File: src/rtl/btb_fetch_target.sv
// btb_fetch_target: direct-mapped branch target buffer for the Fetch stage.
// Looks up pcF every cycle, combines the hit with the direction predictor to
// form the speculative next PC, and is trained from the Memory stage with
// resolved branch/jump targets. Hit and target are pipelined into Decode.
module btb_fetch_target #(
    parameter int INDEX_BITS = 6,
    parameter int TAG_BITS   = 8
) (
    input  logic        clk,
    input  logic        rst,
    input  logic [31:0] pcF,
    input  logic        pred_takeF,
    input  logic        stallD,
    input  logic        flushD,
    input  logic        branchM,
    input  logic        jumpM,
    input  logic        actual_takeM,
    input  logic [31:0] pcM,
    input  logic [31:0] targetM,
    output logic        hitF,
    output logic [31:0] targetF,
    output logic        redirectF,
    output logic [31:0] next_pcF,
    output logic        hitD,
    output logic [31:0] pred_targetD
);

    localparam int ENTRIES = 1 << INDEX_BITS;
    localparam int TAG_LO  = INDEX_BITS + 2;
    localparam int TAG_HI  = INDEX_BITS + TAG_BITS + 1;

    // Per-entry state: valid/jumpbit are resettable flag vectors, tag/target
    // are plain storage that is only meaningful behind a set valid bit.
    logic [ENTRIES-1:0]  valid_q;
    logic [ENTRIES-1:0]  jump_q;
    logic [TAG_BITS-1:0] tag_q    [ENTRIES];
    logic [31:0]         target_q [ENTRIES];

    logic [INDEX_BITS-1:0] idx_f;
    logic [INDEX_BITS-1:0] idx_m;
    logic [TAG_BITS-1:0]   tag_f;
    logic [TAG_BITS-1:0]   tag_m;
    logic                  jumpbit_f;
    logic                  wr_en;

    // PC bits outside the index/tag fields play no part in the lookup.
    logic unused_pc_bits;
    assign unused_pc_bits = ^{pcF[1:0], pcF[31:TAG_HI+1], pcM[1:0], pcM[31:TAG_HI+1]};

    assign idx_f = pcF[TAG_LO-1:2];
    assign idx_m = pcM[TAG_LO-1:2];
    assign tag_f = pcF[TAG_HI:TAG_LO];
    assign tag_m = pcM[TAG_HI:TAG_LO];

    // Jumps always install; branches install only when resolved taken, so a
    // not-taken outcome leaves any existing entry for the predictor to handle.
    assign wr_en = jumpM | (branchM & actual_takeM);

    // Zero-latency lookup and next-PC selection; reads see pre-edge contents,
    // so a same-cycle write to the same index is not bypassed.
    always_comb begin
        // NOTE: every output of this block gets a default first so no path leaves it unassigned and infers a latch.
        hitF      = 1'b0;
        jumpbit_f = 1'b0;
        targetF   = target_q[idx_f];
        if (valid_q[idx_f] && (tag_q[idx_f] == tag_f)) begin
            hitF      = 1'b1;
            jumpbit_f = jump_q[idx_f];
        end
        redirectF = hitF & (pred_takeF | jumpbit_f);
        next_pcF  = redirectF ? targetF : pcF + 32'd4;
    end

    // Valid and jumpbit flags: reset wins over a simultaneous update, and a
    // simultaneous jump/branch is recorded as a jump.
    always_ff @(posedge clk) begin
        // NOTE: state registers use non-blocking assignment so every flop samples pre-edge values.
        if (rst) begin
            valid_q <= '0;
            jump_q  <= '0;
        end else if (wr_en) begin
            valid_q[idx_m] <= 1'b1;
            jump_q[idx_m]  <= jumpM;
        end
    end

    // Tag and target storage, written alongside the flags.
    always_ff @(posedge clk) begin
        // NOTE: the tag/target arrays are deliberately not reset; a cleared valid bit makes them unreachable.
        if (wr_en) begin
            tag_q[idx_m]    <= tag_m;
            target_q[idx_m] <= targetM;
        end
    end

    // Decode-stage copy of the prediction; flush beats stall.
    always_ff @(posedge clk) begin
        if (rst || flushD) begin
            hitD         <= 1'b0;
            pred_targetD <= 32'd0;
        end else if (!stallD) begin
            hitD         <= redirectF;
            pred_targetD <= targetF;
        end
    end

endmodule

File: config.mk
export PLATFORM = sky130hd
export DESIGN_NAME = btb_fetch_target
export DESIGN_NICKNAME = d
export VERILOG_FILES = /design/src/rtl/btb_fetch_target.sv
export SDC_FILE = /design/constraint.sdc
export NUM_CORES = 2
export LEC_CHECK = 0
export ABC_CLOCK_PERIOD_IN_PS = 3720
export BUFFER_PORTS_ARGS = -buffer_cell sky130_fd_sc_hd__buf_4
export CAP_MARGIN = 30
export CORE_MARGIN = 2
export CORE_UTILIZATION = 36
export CTS_BUF_LIST = sky130_fd_sc_hd__clkbuf_8
export CTS_CLUSTER_DIAMETER = 150
export CTS_CLUSTER_SIZE = 25
export DETAILED_ROUTE_END_ITERATION = 6
export PLACE_DENSITY = 0.61
export SYNTH_ARGS = -nofsm -noshare
export SYNTH_HDL_FRONTEND = slang
export SYNTH_SLANG_ARGS = --single-unit
File: constraint.sdc
create_clock -name clk -period 3.72 [get_ports clk]
set_input_delay 0.372 -clock clk [delete_from_list [all_inputs] [get_ports clk]]
set_output_delay 0.372 -clock clk [all_outputs]
set_load 0.01 [all_outputs]
# Word-level counts from Yosys, hierarchy flattened
# Memory sizes are Yosys's and may differ from the RTL's.
# Cells that the tools add are included.
totals:
  ff_bits: 161
  inputBits: 104
  mem_count: 2
  wordCells: 31
  mem_bits_rw: 2560
  out_inout_bits: 99
classes:
  add_sub_neg: 1
  n_eq_ne: 1
  magnitude_cmp: 3
  muxes: 12
  n_reduce_logical: 3
  n_bitwise: 5
mem_list:
  columns: ["memory", "depth", "width", "rd", "rd_ports_with_merged_regs", "wr", "line", "text"]
  rows:
  - ["target_q", 64, 32, 1, 0, 1, "37", "logic [31:0] target_q [ENTRIES];"]
  - ["tag_q", 64, 8, 1, 0, 1, "36", "logic [TAG_BITS-1:0] tag_q [ENTRIES];"]
op_table:
  columns: ["operator", "n"]
  rows:
  - ["64-bit bitwise mux", 1]
  - ["64-bit OR", 1]
  - ["32-bit by 3-bit adder with 32-bit output, second input constant", 1]
  - ["32-bit 2-to-1 mux", 1]
  - ["6-bit by 7-bit < comparator with 1-bit output, second input constant", 2]
  - ["1-bit binary-select mux with 6-bit select", 2]
  - ["8-bit == test", 1]
  - ["1-bit 2-to-1 mux", 7]
  - ["1-bit demux with 6-bit select", 1]
  - ["6-bit by 1-bit >= comparator with 1-bit output, second input constant", 1]
  - ["1-bit bitwise AND", 2]
  - ["1-bit logical AND", 2]
  - ["1-bit OR", 2]
  - ["1-bit logical OR", 1]

# Logic depth before layout (Yosys ltp)
depth:
  ltp_word: 7
  depth_mapped: 17
  ltp_nobuf: 9

# Worst setup path after synthesis
# Ideal clock, no wire load.
synth_path:
  path_type: "input-to-output"
  startpoint: "in pcF[3]"
  endpoint: "out next_pcF[0]"
  t_required_ns: 3.348
  path_slack_ns: -0.161
  path_stages: 11
  arrival_ns: 3.509
  n_path_buf: 7
  cell_sequence: "buf_6 -> buf_6 -> buf_4 -> buf_4 -> buf_4 -> clkbuf_1 -> buf_1 -> mux4_2 -> mux4_2 -> mux4_2 -> mux2_2"
synth_between:
  word_cells_on_any_way: 13
  cone_classes: "eq/ne: 1; mux: 7; bitwise: 2; reduce/logical: 1; memory: 2"
synth_rtl:
  columns: ["element", "line", "text"]
  rows:
  - ["start, declared", "11", "input logic [31:0] pcF,"]
  - ["memory 64 x 32 bit", null, null]
  - ["net targetF[0]", "21", "output logic [31:0] targetF,"]
  - ["32-bit 2-to-1 mux", "71", "next_pcF = redirectF ? targetF : pcF + 32'd4;"]
  - ["end, declared", "23", "output logic [31:0] next_pcF,"]
# The timed path passes the listed nets, and every way through them passes these cells. The select of a mux whose other input is x is not followed.

# Final worst setup path
layout_path:
  startpoint: "mem tag_q[55][6]"
  endpoint: "out next_pcF[15]"
layout_between:
  elab_chain_cells: 7
  word_cells_on_any_way: 8
  cone_classes: "eq/ne: 1; mux: 3; bitwise: 2; reduce/logical: 1; memory: 1"
layout_lines:
  columns: ["element", "line", "text"]
  rows:
  - ["start, declared", "36", null]
  - ["memory 64 x 8 bit *", null, null]
  - ["8-bit == test *", "66", "if (valid_q[idx_f] && (tag_q[idx_f] == tag_f)) begin"]
  - ["1-bit logical AND *", "66", null]
  - ["1-bit 2-to-1 mux", "66", null]
  - ["1-bit OR", "70", "redirectF = hitF & (pred_takeF | jumpbit_f);"]
  - ["1-bit bitwise AND *", "70", null]
  - ["32-bit 2-to-1 mux *", "71", null]
# Every way passes the cells marked *; elsewhere a longest branch is shown, timed or not.

==> flow_summary_export.csv <==
group,metric,value,unit
logic_synthesis,synth_edf_count,2560,
timing,fin_crit_sh,1.30,
timing,setup_tns,-39.91,ns
die,rows,198,
clock_tree,cts_max_level,3,
layout,final_util,0.412,
detailed_routing,drtAntennaViolNets,0,
detailed_routing,detail_route.wl_per_cell,34.3,µm
clock_tree,tritoncts,"yes",
placed_design,numPortBuffers,184,
worst_hold_path,hold_path_class,"input port to flop",
detailed_routing,totalWireLength,319,mm
global_route,grt_overflow,0,
detailed_routing,drc_errors,0,
clock_tree,clock-sinks,2721,
global_route,grt_first_pass_wirelength,434,mm
detailed_routing,met3WireLength,26.8,mm
detailed_routing,viasPerCell,5.82,
outcome,violations,"setup timing",
logic_synthesis,yosysWarnings,0,
power,pwr-share-seq,0.673,
logic_synthesis,seq_area_frac_synth,0.761,
timing,fmax,0.206,GHz
power,p_switching,11.4,mW
critical_path,crit_chain,"mux4_2, mux2i_2, o211ai_1, a32oi_1, buf_4, xnor2_2, or4_4, and4bb_4, buf_12, buf_12, buf_16, mux2_4, buf_6",
flow_run,maxCapViolations,0,
logic_synthesis,synth.most_common_cell,"edfxtp_1",
placed_design,pre_cts_ws,-0.681,ns
critical_path,path_class,"flop to primary output",
timing,fin_skew,0.137,ns
timing,hold_violations,0,
layout,layout-drive-gt1-share,0.325,
power,p_leak,37.6,nW
logic_synthesis,synth_fp_nets,4809,
clock_tree,path_clk_slew,0.15,ns
detailed_routing,highest_layer,"met5",
global_route,track_usage,0.212,
die,die_h,545,µm
critical_path,slowest_delay,0.49,ns
timing,rsz0062_at_grt,"yes",
outcome,status,"complete, but fails checks",
die,fp.dieW,545,µm
timing,setup_ws,-1.12,ns
detailed_routing,drt_iter0_drc,7839,
layout,nets,5408,
timing,slew_headroom,0.321,
logic_synthesis,syn_inst,4704,
global_route,grt_pass1_vias,52852,
power,power_frac_comb,0.085,
detailed_routing,met2_length,153,mm
layout,fill_cells,25251,
timing,tightestPinTransition,1.02,ns
power,swShare,0.227,
clock_tree,numCtsBuffers,119,
clock_tree,clockBufferDepth,3,
clock_tree,clock_latency,1.07,ns
logic_synthesis,synth_seq_cells,2721,
logic_synthesis,syn_area,105000,µm²
timing,min_period,4.84,ns
logic_synthesis,async_reset_ff_frac,0,
detailed_routing,vias,54161,
logic_synthesis,synth_top_area_frac,0.731,
die,die_area,297000,µm²
logic_synthesis,yosysTopAreaCell,"edfxtp_1",
critical_path,cp_slowest_cell,"mux4_2",
placed_design,gp_congestion,0.830,
clock_tree,cts-root-buf,"clkbuf_8",
layout,fin_area,120000,µm²
logic_synthesis,synth_commonest_cells,"2560 x edfxtp_1, 790 x mux4_2, 250 x nor2_1",
placed_design,dp_cells,8919,
critical_path,critPathMaxFanout,5,
placed_design,placed_cell_area,115000,µm²
critical_path,cpMostUsedCell,"buf_12",
power,peakVddDrop,0.437,mV
critical_path,required,3.35,ns
die,boundaryPins,203,
logic_synthesis,synthDistinctLibCells,65,
global_route,grt_max_degree,105,
critical_path,cp.arrival,4.47,ns
critical_path,path_buf_inv,5,
logic_synthesis,synth.area.top_cells,"edfxtp_1 73%, mux4_2 17%, dfxtp_1 3.1%, mux2i_1 1.3%, nor2_1 0.89%",
power,power,50.2,mW
layout,area_growth,14.0,%
detailed_routing,drt-met1-wl,127,mm
power,p_per_area,418,nW/µm²
logic_synthesis,synth_area_per_cell,22.4,µm²
power,pwr-share-clk,0.242,
timing,hold_ws,0.169,ns
critical_path,end_kind,"primary output",
placed_design,dp.final_hpwl,185,mm
die,start_util,0.362,
timing,setup_viol,60,
global_route,antenna_found_initial,28,
timing,slew_violations,0,
critical_path,start_kind,"flop",
layout,fin_cells,9307,
die,core,291000,µm²
detailed_routing,dr.pass1.iters,5,
critical_path,critical-path-top-delay-family,"multiplexers",
power,internal_power,38.8,mW
logic_synthesis,synth-main-ff-cell,"edfxtp_1",
## power groups by stage
stage,registers [mW],clock network [mW],logic (mW)
2_1_floorplan,34.5,0,1.97
3_3_place_gp,34.5,0,3.71
3_5_place_dp,34.5,0,3.77
4_1_cts,33.8,12.3,4.25
5_1_grt,33.8,13.2,4.48
6_report,33.8,12.1,4.27
## cells in the final DEF (no fill, tap or decap), types with 32 or more instances in the layout
cell type         n
mux2i_1         132
inv_1            90
dfxtp_1         161
buf_12           93
mux4_2          790
mux2_4           32
nor2_4           65
clkbuf_8        121
dlygate4sd3_1    52
buf_6           116
buf_4           414
a21oi_1          72
nor2_1          185
edfxtp_1       2560
buf_16           57
o21ai_0          77
nand2_1         117
## layer usage
metal / global-route usage / vias to the layer above
met5: 0 / -
met4: 0.0781 / 6
met3: 0.0318 / 506
met2: 0.342 / 2951
met1: 0.291 / 29886
li1: - / 20812
## what timing repair did
action / 4_1_cts / 5_1_grt
hold endpoints to repair: 2611 / 0
hold buffers: 52 / 0
setup buffers: 69 / 15
gates cloned: 35 / 5
setup endpoints to repair: 66 / 64
gates resized for setup: 219 / 41
pin swaps: 6 / 7
## worst register-to-register path, stage by stage (launching register included)
cell	delay (ns)
edfxtp_1	0.41
mux4_2	0.46
mux2_2	0.28
a2bb2oi_1	0.16
a32oi_1	0.34
xnor2_1	0.28
a21oi_2	0.08
o2111ai_1	0.10
and4bb_4	0.27
buf_12	0.16
buf_12	0.18
buf_16	0.13
buf_6	0.11
buf_6	0.11
buf_4	0.12
a2bb2o_1	0.23
## worst paths after layout
check                             startpoint            to  slack (ns)  depth (start not counted)
worst min-delay path                  pcM[4]     jump_q[8]        0.17                          7
worst min register to register    jump_q[60]    jump_q[60]        0.49                          2
worst max register to register  tag_q[62][3]          hitD        0.26                         15
worst max-delay path            tag_q[55][6]  next_pcF[15]       -1.12                         13
## area by class of cell
type / instances / area (µm²) / area share
flip-flops and latches: 2721 / 80100 / 0.668
multi-input cells: 1710 / 24200 / 0.201
repair buffers: 746 / 8680 / 0.0723
well taps: 3900 / 4880 / 0.0407
clock buffers: 121 / 1670 / 0.0139
clock inverters: 95 / 423 / 0.00353
inverters: 5 / 28.8 / 0.000240
diodes: 9 / 22.5 / 0.000188
## flip-flops by register name, summed over array words and instances, names as in the netlist
signal,count
jump_q,64
tag_q,512
target_q,2048
pred_targetD,32
valid_q,64
hitD,1
## logic make-up after synthesis
family                     after synthesis  share of synthesized area
xor gates and xnor gates                34                    0.00283
and+or+nand+nor                        454                     0.0183
DFF                                   2721                      0.761
adders and majority gates                1                   0.000119
buffers and inverters                  273                     0.0146
muxes                                  982                      0.189
AOI/OAI and AO/OA                      239                     0.0136
No activity file was read; power rests on OpenSTA's default activity.
